<file path="src/rtl/fifo_stream_reader.sv">
// Read-side master for the synchronous FIFO: issues reads, absorbs the 1-cycle read
// latency and re-presents the data as a valid/ready stream through a 2-entry skid buffer.
module fifo_stream_reader #(
    parameter int FIFO_WIDTH = 16,
    parameter int CNT_WIDTH  = 16
) (
    input  logic                  clk,
    input  logic                  rst_n,
    input  logic                  en,
    output logic                  fifo_rd_en,
    input  logic [FIFO_WIDTH-1:0] fifo_data_out,
    input  logic                  fifo_empty,
    input  logic                  fifo_underflow,
    output logic                  m_valid,
    input  logic                  m_ready,
    output logic [FIFO_WIDTH-1:0] m_data,
    output logic                  busy,
    output logic [CNT_WIDTH-1:0]  rd_count,
    output logic                  err_underflow
);

    typedef enum logic [1:0] {IDLE, RUN, STOP} state_t;

    state_t                state_q, state_d;
    logic [1:0]            occ_q, occ_d;
    logic                  inflight_q, inflight_d;
    logic                  wr_ptr_q, wr_ptr_d;
    logic                  rd_ptr_q, rd_ptr_d;
    logic [CNT_WIDTH-1:0]  rd_count_q, rd_count_d;
    logic                  err_q, err_d;
    logic [FIFO_WIDTH-1:0] skid_q [2];
    logic                  pop;
    logic [1:0]            level_after_pop;

    always_comb begin
        pop             = (occ_q != 2'd0) && m_ready;
        // Words held or owed once this cycle's pop is taken; a new read only fits below 2.
        level_after_pop = occ_q + {1'b0, inflight_q} - {1'b0, pop};
        fifo_rd_en      = (state_q == RUN) && !fifo_empty && (level_after_pop < 2'd2);

        state_d = state_q;
        case (state_q)
            IDLE:    if (en) state_d = RUN;
            RUN:     if (!en) state_d = STOP;
            STOP: begin
                if (en)
                    state_d = RUN;
                else if (!inflight_q && (occ_q == 2'd0))
                    state_d = IDLE;
            end
            default: state_d = IDLE;
        endcase

        occ_d      = level_after_pop;
        inflight_d = fifo_rd_en;
        wr_ptr_d   = wr_ptr_q ^ inflight_q;
        rd_ptr_d   = rd_ptr_q ^ pop;
        rd_count_d = rd_count_q + CNT_WIDTH'(pop);
        err_d      = err_q | fifo_underflow;
    end

    always_ff @(posedge clk) begin
        if (!rst_n) begin
            state_q    <= IDLE;
            occ_q      <= 2'd0;
            inflight_q <= 1'b0;
            wr_ptr_q   <= 1'b0;
            rd_ptr_q   <= 1'b0;
            rd_count_q <= '0;
            err_q      <= 1'b0;
        end else begin
            state_q    <= state_d;
            occ_q      <= occ_d;
            inflight_q <= inflight_d;
            wr_ptr_q   <= wr_ptr_d;
            rd_ptr_q   <= rd_ptr_d;
            rd_count_q <= rd_count_d;
            err_q      <= err_d;
        end
    end

    // The read issued last cycle lands in the tail slot this edge.
    for (genvar gi = 0; gi < 2; gi++) begin : g_entry
        always_ff @(posedge clk) begin
            if (!rst_n)
                skid_q[gi] <= '0;
            else if (inflight_q && (wr_ptr_q == 1'(gi)))
                skid_q[gi] <= fifo_data_out;
        end
    end

    assign m_valid       = (occ_q != 2'd0);
    assign m_data        = skid_q[rd_ptr_q];
    assign busy          = (state_q != IDLE) || (occ_q != 2'd0) || inflight_q;
    assign rd_count      = rd_count_q;
    assign err_underflow = err_q;

    a_no_overfill: assert property (@(posedge clk) disable iff (!rst_n)
        ({1'b0, occ_q} + {2'b00, inflight_q}) <= 3'd2);

endmodule

</file>
<file path="config.mk">
export PLATFORM = sky130hd
export DESIGN_NAME = fifo_stream_reader
export DESIGN_NICKNAME = d
export VERILOG_FILES = /design/src/rtl/fifo_stream_reader.sv
export SDC_FILE = /design/constraint.sdc
export NUM_CORES = 1
export LEC_CHECK = 0
export ABC_CLOCK_PERIOD_IN_PS = 2610
export CAP_MARGIN = 10
export CORE_ASPECT_RATIO = 0.8
export CORE_MARGIN = 2
export CORE_UTILIZATION = 35
export DETAILED_ROUTE_END_ITERATION = 10
export DONT_BUFFER_PORTS = 1
export GPL_TIMING_DRIVEN = 0
export PLACE_DENSITY = 0.51
export SLEW_MARGIN = 40
export SYNTH_ARGS = -nofsm -noshare
export SYNTH_HDL_FRONTEND = slang
export SYNTH_SLANG_ARGS = --single-unit
</file>
<file path="constraint.sdc">
create_clock -name clk -period 2.61 [get_ports clk]
set_clock_uncertainty 0.2 [all_clocks]
set_input_delay 0.3915 -clock clk [delete_from_list [all_inputs] [get_ports clk]]
set_output_delay 0.3915 -clock clk [all_outputs]
set_load 0.005 [all_outputs]
</file>
==> results by stage <==
Run status:
- The run finished with clean final reports.

Worst hold path:
- The worst hold path terminates at rd_count[11].
- The min-delay analysis places its worst path in the category primary input to flip-flop.
- The worst hold path cell count is 2.
- The origin of the worst min-delay path is rst_n.

Setup path:
- The worst-case register-to-register setup slack is roughly 0.58 ns.
- Together, buffers and inverters on the worst path number 2.
- The slowest stage of the critical path is the sky130_fd_sc_hd__mux2_2 cell.
- The signal on the critical path passes through clkbuf_1 > clkbuf_2 > mux2_2.
- The startpoint type of the worst setup path is a flip-flop.
- The maximum fanout encountered on the critical timing path is 10.
- The maximum cell stage delay along the critical path is slightly above 0.4 ns.
- In this design, the largest share of critical-path delay is due to buffers and inverters.
- STA puts the critical path data required time at around 2.0 ns.
- The startpoint identified for the worst register-to-register timing path is occ_q[1].
- The data arrival time at the worst-slack endpoint is between 1.5 and 2 ns.
- The kind of capture point of the worst setup path is an output pin.
- The type of the worst setup path is flip-flop to output pin.
- The count of cells along the worst register-to-register path is 7.
- The reg-to-reg endpoint is rd_count[14].

Detailed routing:
- The routed design has 5310 um of wire.
- The routed via count is roughly 1600.
- The number of search-and-repair iterations in the first detailed-routing pass is 4.
- In this run, the number of DRC markers left after iteration 0 of detailed routing was between 80 and 90.
- The average routed wire per standard cell is 16.7 um.
- The antenna violation net count after detailed routing is 0.
- After detailed routing, the number of remaining DRC violations is 0.
- The detail-routed via count per cell is 5.16.

STA:
- Based on the critical path, the design can be clocked at up to between 0.4 and 0.5 GHz.
- The total count of max-transition violations in the final report was 0.
- The smallest clock period supported by the final layout is computed as around 2.3 ns.
- The part of the cycle the worst path needs is 0.896.
- Setup repair after global routing left no endpoint under its margin.
- At the pin with the least slew margin, the transition time is between 0.5 and 0.6 ns.
- In this run the tightest slew margin relative to its limit is 0.647.
- The hold violation total from the final report came to 0.
- The final setup violation count is 0.
- For the final routed database, the setup TNS stands at 0 ns.

Clock tree:
- The H-tree generated during clock tree synthesis spans 3 levels.
- The CTS tree is yes.
- The maximum clock insertion buffer count is 2.
- TritonCTS created 9 clock buffers.
- The root cell of the clock tree is sky130_fd_sc_hd__clkbuf_8.
- After clock tree synthesis, the clock-pin slew on the worst setup and hold paths is approximately 0.060 ns.
- For this design, the sink count on the clock tree is 57.
- The insertion delay of the later-clocked pin in the worst-skew pair is 0.33 ns.
- The number of setup buffers added after CTS is 0.

Placement:
- The count of buffers inserted at the top-level ports is 0.
- Detailed placement finished with a half-perimeter wire length of 3530 um.
- The weighted congestion at the end of routability-driven global placement is ~0.7.
- Once placement finished, the instance area stood at between 0.002 and 0.003 sq mm.

Final layout:
- The repair_antennas step left the layout with diodes totalling 0.
- The number of nets in the finished design is between 200 and 300.
- The post-synthesis to final-layout area growth is 14.3%.
- Of the cells placed in the final design, the portion with a size suffix greater than 1 is 0.148.
- The finished cells cover between 0.002 and 0.003 sq mm.

Global route:
- Global routing finished with a remaining overflow of 0.
- The number of antenna violations at the first check in global routing is 0.
- The first-pass GRT wire length is around 8300 um.
- The pin count of the biggest net entering global routing is 17.
- The most crowded layer after global routing is met2.
- The via count of the first global-routing pass is roughly 1600.
- The met1 layer usage reported by global route is 0.169.
- The met3 global-route usage is 0.0880.
- The met2 routing resource usage after global routing is 0.223.
- In the global route stage, overall resource usage came out at 0.144.

Yosys:
- Of all flip-flops after synthesis, the portion carrying an async set or reset was 0.
- The largest total area in the synthesized netlist belongs to sky130_fd_sc_hd__edfxtp_1.
- Ranked by total cell area, the synthesized netlist is headed by sky130_fd_sc_hd__edfxtp_1, sky130_fd_sc_hd__dfxtp_1, sky130_fd_sc_hd__and3_1, sky130_fd_sc_hd__mux2_2, sky130_fd_sc_hd__ha_1.
- A synthesized cell averages about 12 sq um.
- Counting flops with a built-in enable in the synthesized netlist gives 32.
- The commonest cells after synthesis are sky130_fd_sc_hd__and3_1, sky130_fd_sc_hd__edfxtp_1, sky130_fd_sc_hd__dfxtp_1, sky130_fd_sc_hd__mux2_2, sky130_fd_sc_hd__nor2_1.
- For this run, the register share of the synthesized area comes to 0.591.
- The number of library cell types mapped by synthesis is 34.
- Synthesis produced a netlist with a net count of between 200 and 250.
- The yosys synthesis warning count is 0.
- The synthesized instance count is roughly 210.
- The area share of the largest cell type after synthesis is 0.389.
- The dominant register cell in the synthesized netlist is sky130_fd_sc_hd__edfxtp_1.
- In this run the cell area of the synthesized design comes to roughly 0.0025 sq mm.
- Among all cell types in the netlist, the one instantiated most often is sky130_fd_sc_hd__and3_1.
- The number of register bits inferred by synthesis is 57.

Floorplan:
- During I/O placement, the number of pins put on the boundary was 58.
- The vertical extent of the die is a little under 80 um.
- The x dimension of the die is approximately 100 um.
- After floorplanning, the core was divided into 27 placement rows.
- The core area is between 0.006 and 0.007 sq mm.
- The die covers ~0.0078 sq mm.
- For this configuration, the core starts out at a cell density of 0.361.

Power:
- In this run the static leakage power is between 1 and 1.5 nW.
- VDD sags by at most 0.250 mV.
- The power density of the placed cells is just over 700 mW/mm^2.

Run:
- Max-cap violations in this run came to 0.
==> logic make-up after synthesis <==
logic type | share of synthesized area
xor gates and xnor gates | 0.0354
muxes | 0.0769
adders and majority gates | 0.0253
AOI/OAI and AO/OA | 0.0339
buffers and inverters | 0.0197
DFF | 0.591
and+or+nand+nor | 0.218
==> per-stage QoR <==
| step | utilization | hold WS (ns) | power, mW | setup WS [ns] | cells |
|---|---|---|---|---|---|
| floorplan | - | 0.233 | 1.13 | 0.749 | 211 |
| global placement | 0.376 | 0.252 | 1.17 | 0.410 | 298 |
| detailed placement | 0.376 | 0.260 | 1.17 | 0.411 | 298 |
| CTS | 0.411 | 0.0113 | 2.05 | 0.0283 | 317 |
| global route | 0.412 | 0.0240 | 2.13 | 0.151 | 317 |
| finish | 0.412 | 0.0219 | 2.03 | 0.271 | 317 |
==> sequential cells by signal, indices dropped and copies added (netlist names), named ones only <==
| name | cells |
|---|---|
| skid_q | 32 |
| rd_count | 16 |
| occ_q | 2 |
| state_q | 2 |
| err_underflow | 1 |
| inflight_q | 1 |
| rd_ptr_q | 1 |
| wr_ptr_q | 1 |
==> cells in the final DEF, fill, tap and decap left out, drive strengths merged, types with 6 or more instances in the layout <==
cell type and instances:
nand2 11, nor2 13, edfxtp 32, dfxtp 25, a21oi 8, mux2 16, or3 6, clkbuf 18
and3 33, clkinv 6
==> worst max path at each step <==
stage                         start          to  cells past startpoint
after floorplan           flip-flop  m_data[10]                      3
after global placement    flip-flop  m_data[14]                      3
after detailed placement  flip-flop  m_data[14]                      3
after CTS                 flip-flop  m_data[14]                      3
after global routing       occ_q[1]  fifo_rd_en                      5
final                     flip-flop  m_data[14]                      3
==> layer usage <==
| layer | vias to the layer above | wire length (um) | part of all wire |
|---|---|---|---|
| met5 | - | 0 | 0 |
| met4 | 0 | 40 | 0.0075 |
| met3 | 4 | 555 | 0.10 |
| met2 | 62 | 2460 | 0.46 |
| met1 | 774 | 2260 | 0.43 |
| li1 | 795 | - | - |
==> layout make-up <==
type                    count  area, sq um
well taps                  87          109
fillers                   684         4030
multi-input cells         141          967
plain buffers               9         35.0
clock inverters             7         85.1
repair buffers              3         30.0
flip-flops and latches     57         1460
inverters                   4         15.0
clock buffers               9          124
==> power breakdown <==
part	leakage [nW]	internal (mW)	switching, mW
registers	0.534	0.983	0.0176
logic	0.505	0.0650	0.0873
clock network	0.106	0.527	0.351
==> repair_timing <==
item / CTS / global route
setup endpoints to repair: 0 / 10
hold buffers: 3 / 0
endpoints found under the hold margin: 4 / 0
resized for setup: 0 / 1
Note: power is estimated with default switching activity, not from simulation.
